--- src/rtl/noc_pkg.sv ---
// Shared NoC constants, packet field positions and receiver FSM states.
// Used by the spike receiver and the neuron-side packet transmitter.
package noc_pkg;

  localparam int FLIT_SIZE        = 4;
  localparam int PACKET_SIZE      = 32;
  localparam int FLITS_PER_PACKET = PACKET_SIZE / FLIT_SIZE;

  localparam int DST_X_MSB = 31;
  localparam int DST_X_LSB = 28;
  localparam int DST_Y_MSB = 27;
  localparam int DST_Y_LSB = 24;
  localparam int AXON_MSB  = 11;
  localparam int AXON_LSB  = 0;

  typedef enum logic {
    RECV   = 1'b0,
    DECODE = 1'b1
  } rx_state_t;

endpackage

--- src/rtl/flit_deser.sv ---
// Flit deserializer: shifts flits MS-first into a packet register.
// Ports: clk, rst_n, flit_in/flit_valid/flit_ready, pkt_valid (1 cycle), pkt.
module flit_deser #(
  parameter int FLIT_SIZE   = noc_pkg::FLIT_SIZE,
  parameter int PACKET_SIZE = noc_pkg::PACKET_SIZE
) (
  input  logic                   clk,
  input  logic                   rst_n,
  input  logic [FLIT_SIZE-1:0]   flit_in,
  input  logic                   flit_valid,
  output logic                   flit_ready,
  output logic                   pkt_valid,
  output logic [PACKET_SIZE-1:0] pkt
);
  import noc_pkg::*;

  localparam int FPP   = PACKET_SIZE / FLIT_SIZE;
  localparam int CNT_W = (FPP > 1) ? $clog2(FPP) : 1;

  rx_state_t              state_q, state_d;
  logic [CNT_W-1:0]       cnt_q, cnt_d;
  logic [PACKET_SIZE-1:0] shreg_q;
  logic                   take;
  logic                   last;

  assign last = (cnt_q == CNT_W'(FPP - 1));
  assign pkt  = shreg_q;

  always_ff @(posedge clk or negedge rst_n) begin
    if (!rst_n) begin
      state_q <= RECV;
      cnt_q   <= '0;
    end else begin
      state_q <= state_d;
      cnt_q   <= cnt_d;
    end
  end

  always_comb begin
    state_d    = state_q;
    cnt_d      = cnt_q;
    flit_ready = 1'b0;
    pkt_valid  = 1'b0;
    take       = 1'b0;
    unique case (state_q)
      RECV: begin
        flit_ready = 1'b1;
        if (flit_valid) begin
          take = 1'b1;
          if (last) begin
            cnt_d   = '0;
            state_d = DECODE;
          end else begin
            cnt_d = cnt_q + 1'b1;
          end
        end
      end
      DECODE: begin
        pkt_valid = 1'b1;
        state_d   = RECV;
      end
      default: state_d = RECV;
    endcase
  end

  always_ff @(posedge clk or negedge rst_n) begin
    if (!rst_n) begin
      shreg_q <= '0;
    end else if (take) begin
      shreg_q <= {shreg_q[PACKET_SIZE-FLIT_SIZE-1:0], flit_in};
    end
  end

endmodule

--- src/rtl/spike_packet_rx.sv ---
// Spike packet receiver: reassembles flits, checks X/Y/axon, drives inSpike.
// Ports: clk, rst_n, flit_in/valid/ready, start, inSpike, drop_cnt (SPIKE_RX_DROP_CNT_EN).
module spike_packet_rx #(
  parameter int FLIT_SIZE          = noc_pkg::FLIT_SIZE,
  parameter int PACKET_SIZE        = noc_pkg::PACKET_SIZE,
  parameter int NUM_AXONS          = 2,
  parameter int AXON_CNT_BIT_WIDTH = 1,
  parameter int X_ID               = 1,
  parameter int Y_ID               = 1
) (
  input  logic                 clk,
  input  logic                 rst_n,
  input  logic [FLIT_SIZE-1:0] flit_in,
  input  logic                 flit_valid,
  output logic                 flit_ready,
  input  logic                 start,
`ifdef SPIKE_RX_DROP_CNT_EN
  output logic [7:0]           drop_cnt,
`endif
  output logic [NUM_AXONS-1:0] inSpike
);
  import noc_pkg::*;

  logic                   pkt_valid;
  logic [PACKET_SIZE-1:0] pkt;
  logic [3:0]             dst_x;
  logic [3:0]             dst_y;
  logic [11:0]            axon;
  logic                   accept;
  logic [NUM_AXONS-1:0]   spike_set;
  logic [NUM_AXONS-1:0]   pending_q;
  logic                   unused_rsv;

  flit_deser #(
    .FLIT_SIZE  (FLIT_SIZE),
    .PACKET_SIZE(PACKET_SIZE)
  ) u_deser (
    .clk       (clk),
    .rst_n     (rst_n),
    .flit_in   (flit_in),
    .flit_valid(flit_valid),
    .flit_ready(flit_ready),
    .pkt_valid (pkt_valid),
    .pkt       (pkt)
  );

  assign dst_x      = pkt[DST_X_MSB:DST_X_LSB];
  assign dst_y      = pkt[DST_Y_MSB:DST_Y_LSB];
  assign axon       = pkt[AXON_MSB:AXON_LSB];
  assign unused_rsv = ^pkt[DST_Y_LSB-1:AXON_MSB+1];

  assign accept = (dst_x == 4'(X_ID)) &&
                  (dst_y == 4'(Y_ID)) &&
                  (32'(axon) < 32'(NUM_AXONS));

  always_comb begin
    spike_set = '0;
    if (pkt_valid && accept) begin
      spike_set[axon[AXON_CNT_BIT_WIDTH-1:0]] = 1'b1;
    end
  end

  // A start coinciding with decode hands out the old pending
  // and seeds the cleared vector with the new spike.
  always_ff @(posedge clk or negedge rst_n) begin
    if (!rst_n) begin
      pending_q <= '0;
      inSpike   <= '0;
    end else if (start) begin
      inSpike   <= pending_q;
      pending_q <= spike_set;
    end else begin
      pending_q <= pending_q | spike_set;
    end
  end

`ifdef SPIKE_RX_DROP_CNT_EN
  always_ff @(posedge clk or negedge rst_n) begin
    if (!rst_n) begin
      drop_cnt <= '0;
    end else if (pkt_valid && !accept && drop_cnt != 8'hFF) begin
      drop_cnt <= drop_cnt + 8'd1;
    end
  end
`endif

endmodule

--- config.mk ---
export PLATFORM = sky130hd
export DESIGN_NAME = spike_packet_rx
export DESIGN_NICKNAME = d
export VERILOG_FILES = /design/src/rtl/noc_pkg.sv /design/src/rtl/flit_deser.sv /design/src/rtl/spike_packet_rx.sv
export SDC_FILE = /design/constraint.sdc
export NUM_CORES = 1
export LEC_CHECK = 0
export ABC_AREA = 0
export BUFFER_PORTS_ARGS = -buffer_cell sky130_fd_sc_hd__buf_2
export CAP_MARGIN = 15
export CORE_MARGIN = 5
export CORE_UTILIZATION = 53
export CTS_CLUSTER_DIAMETER = 150
export DETAILED_ROUTE_END_ITERATION = 8
export HOLD_SLACK_MARGIN = 0.12
export PLACE_DENSITY = 0.74
export SYNTH_ARGS = -nofsm -noshare
export SYNTH_HDL_FRONTEND = slang
export SYNTH_SLANG_ARGS = --single-unit
--- constraint.sdc ---
create_clock -name clk -period 1.2 [get_ports clk]
set_input_delay 0.36 -clock clk [delete_from_list [all_inputs] [get_ports clk]]
set_output_delay 0.36 -clock clk [all_outputs]
set_load 0.1 [all_outputs]
==> flow_summary.ini <==
[placement]
place_hpwl_um = 1960
port_buffers = 10
place_area_um2 = 2040
gp_congestion = 0.735

[final_layout]
register_area_um2 = 1000
final_cell_area_um2 = 2320
drive_gt1_frac = 0.653
n_fill_cell = 185
syn_to_final_growth_pct = 34.8
final_util = 0.755
fin_nets = 157
multi_input_area_um2 = 693
n_antenna_cell = 0

[synthesis]
syn_area_per_cell_um2 = 17.1
ys_seq_area_frac = 0.581
synth_top_area_share = 0.581
syn_inst = 101
synth.most_common_cell = dfrtp_1
synthArstFlopShare = 1.00
synth_area_um2 = 1720
synth_area_leaders = dfrtp_1, mux2_4, mux2_2
ys_ff_latch = 40
yosys_warnings = 0
synth_flop_cell = dfrtp_1
syn_nets = 111
synth_top_cells_by_count = dfrtp_1, mux2_4, mux2_2
synth_edf_count = 0
yosys.cell_types.count = 20
yosysTopAreaCell = dfrtp_1

[power]
switchingPower_uw = 1320
power.internal_uw = 3480
power_frac_clock = 0.155
switching_share = 0.276
p_leak_uw = 0.00110
power.total_uw = 4800
combPwrFrac = 0.371
power_density_nw_per_um2 = 2060
pwr-share-seq = 0.474
ir_worst_vdd_uv = 1230

[setup_path]
crit_family = buffers and inverters
critPathMaxStageDelay_ns = 0.40
path_buf_inv = 3
crit_required_ns = 1.44
crit_chain = buf_4 -> nor2b_4 -> buf_12 -> bufbuf_16 -> mux2_4
crit_fanout = 5
cp.arrival_ns = 1.72
end_kind = register
critical_path.slowest_cell = dfrtp_1
critPathKind = reg2reg
cp-start-kind = register

[detailed_routing]
avgViaCountPerCell = 4.96
drt_wl_total_um = 2980
drtPass1Iterations = 4
post-route-drc-count = 0
antenna_left = 0
first_iter_violations = 34
avgRoutedWirePerCell_um = 15.6
via_count = 948

[global_route]
use_met2 = 0.287
grt_max_degree = 20
grt_pass1_vias = 1101
globalRouteOverflowTotal = 0
grt_pass1_wl_um = 5420
antenna_found_initial = 0
global_route.peak_usage_layer = met2
grt.total_usage = 0.168
grt_util_met3 = 0.0405
grtUsageMet1 = 0.193

[timing]
tightest_slew_ns = 0.364
fin_crit_sh = 1.24
tns_ns = -7.80
max_slew_margin = 0.755
setup_viol = 40
rsz0062_at_grt = true
fmax_ghz = 0.673
final.setup_skew_ns = 0.00514
hold_slack_ns = 0.240
drv_slew = 0
period_needed_ns = 1.49
hold_viol_final = 0
worst_slack_ns = -0.285

[job]
cap_violations = 0

[clocking]
tritoncts = built
root_buffer = clkbuf_4
clock_path_buffers = 2
numCtsBuffers = 5
htree_num_levels = 2
cts.reportedPaths.clkPinSlew_ns = 0.11
clock-sinks = 40
insertion_delay_ns = 0.35

[floorplan]
core-area_um2 = 3080
die_h_um = 67.0
io_pins = 11
num_rows = 20
die_area_um2 = 4490
die_w_um = 67.0
start_util = 0.560

[run_status]
run_status = finished with violations
violations = negative setup slack

[min_path]
hp-class = in2reg
==> cells by family (layout without fill, tap and decap cells) <==
logic type,Yosys count,count (layout),share of synthesized area
AND/OR/NAND/NOR,12,12,0.0479
adder cells (fa/ha/maj),2,2,0.0145
buffers and inverters,8,54,0.0472
multiplexers,36,36,0.294
AO/OA/AOI/OAI,3,3,0.0160
flip-flops,40,40,0.581
==> area by class of cell <==
class	instances	share of cell area
sequential	40	0.432
multi-input combinational	53	0.298
timing repair buffer	43	0.210
clock buffer	7	0.0280
tap	44	0.0237
inverter	4	0.00807
==> per-layer routing <==
| layer | vias up | part of all wire | wire length (µm) |
|---|---|---|---|
| met4 | 0 | 0.022 | 66 |
| met3 | 7 | 0.027 | 80 |
| li1 | 454 | - | - |
| met1 | 476 | 0.41 | 1210 |
| met5 | - | 0 | 0 |
| met2 | 11 | 0.55 | 1620 |
==> repair_timing <==
item	CTS	global route
buffers inserted	8	1
endpoints found under the hold margin	11	0
pin swaps	1	2
endpoints found under the setup margin	39	41
cloned	3	0
resized for setup	14	2
hold buffers	1	0
==> cell usage in the layout (no fill, tap or decap) <==
cell | synthesis | routed
mux2_2 | 9 | 9
nor2_1 | 1 | 1
nand3_2 | 0 | 1
buf_12 | 2 | 9
clkbuf_4 | 0 | 5
nor4b_2 | 1 | 1
buf_16 | 0 | 2
clkinvlp_4 | 0 | 1
nor4b_4 | 0 | 2
nand3_1 | 2 | 1
and2_1 | 1 | 1
o22ai_1 | 1 | 1
nor2b_4 | 0 | 1
o21ai_0 | 1 | 1
buf_2 | 0 | 7
nand3b_1 | 1 | 1
ha_1 | 2 | 2
nor4_1 | 2 | 1
o32ai_2 | 1 | 1
bufbuf_16 | 0 | 1
dfrtp_2 | 0 | 2
buf_6 | 1 | 1
buf_4 | 0 | 22
inv_1 | 4 | 3
dfrtp_1 | 40 | 38
nand2_2 | 0 | 1
clkbuf_8 | 0 | 2
nor4_2 | 0 | 1
mux2_4 | 27 | 27
dlygate4sd3_1 | 0 | 1
==> stage by stage <==
| step | std cells | worst slack [ns] |
|---|---|---|
| finish | 191 | -0.285 |
| floorplan | 101 | -0.0605 |
| global placement | 173 | -0.102 |
| global route | 191 | -0.330 |
| CTS | 190 | -0.271 |
| detailed placement | 173 | -0.125 |
==> power groups by stage <==
stage / clock network, µW / registers (µW) / logic (µW)
2_1_floorplan: 0 / 2150 / 1060
3_3_place_gp: 0 / 2200 / 1520
3_5_place_dp: 0 / 2240 / 1570
4_1_cts: 761 / 2240 / 1760
5_1_grt: 824 / 2350 / 1920
6_report: 742 / 2280 / 1780
==> flip-flops by register name, indices dropped and copies added (netlist names) <==
| register | flops |
|---|---|
| pending_q | 2 |
| u_deser.pkt | 32 |
| u_deser.state_q | 1 |
| inSpike | 2 |
| u_deser.cnt_q | 3 |
==> final timing paths <==
path,from,to,slack (ns),cells after the start
worst min register to register,pending_q[1]$_DFF_PN0_,inSpike[1]$_DFFE_PN0P_,0.52,1
worst max register to register,u_deser.state_q$_DFF_PN0_,u_deser.pkt[16]$_DFFE_PN0P_,-0.29,5
min in group asynchronous,rst_n,u_deser.pkt[31]$_DFFE_PN0P_,0.44,2
worst min-delay path,flit_in[1],u_deser.pkt[1]$_DFFE_PN0P_,0.24,2
worst max-delay path,u_deser.state_q$_DFF_PN0_,u_deser.pkt[16]$_DFFE_PN0P_,-0.29,5
max in group asynchronous,rst_n,u_deser.pkt[21]$_DFFE_PN0P_,0.32,3
Power figures use the tool's default switching activity.
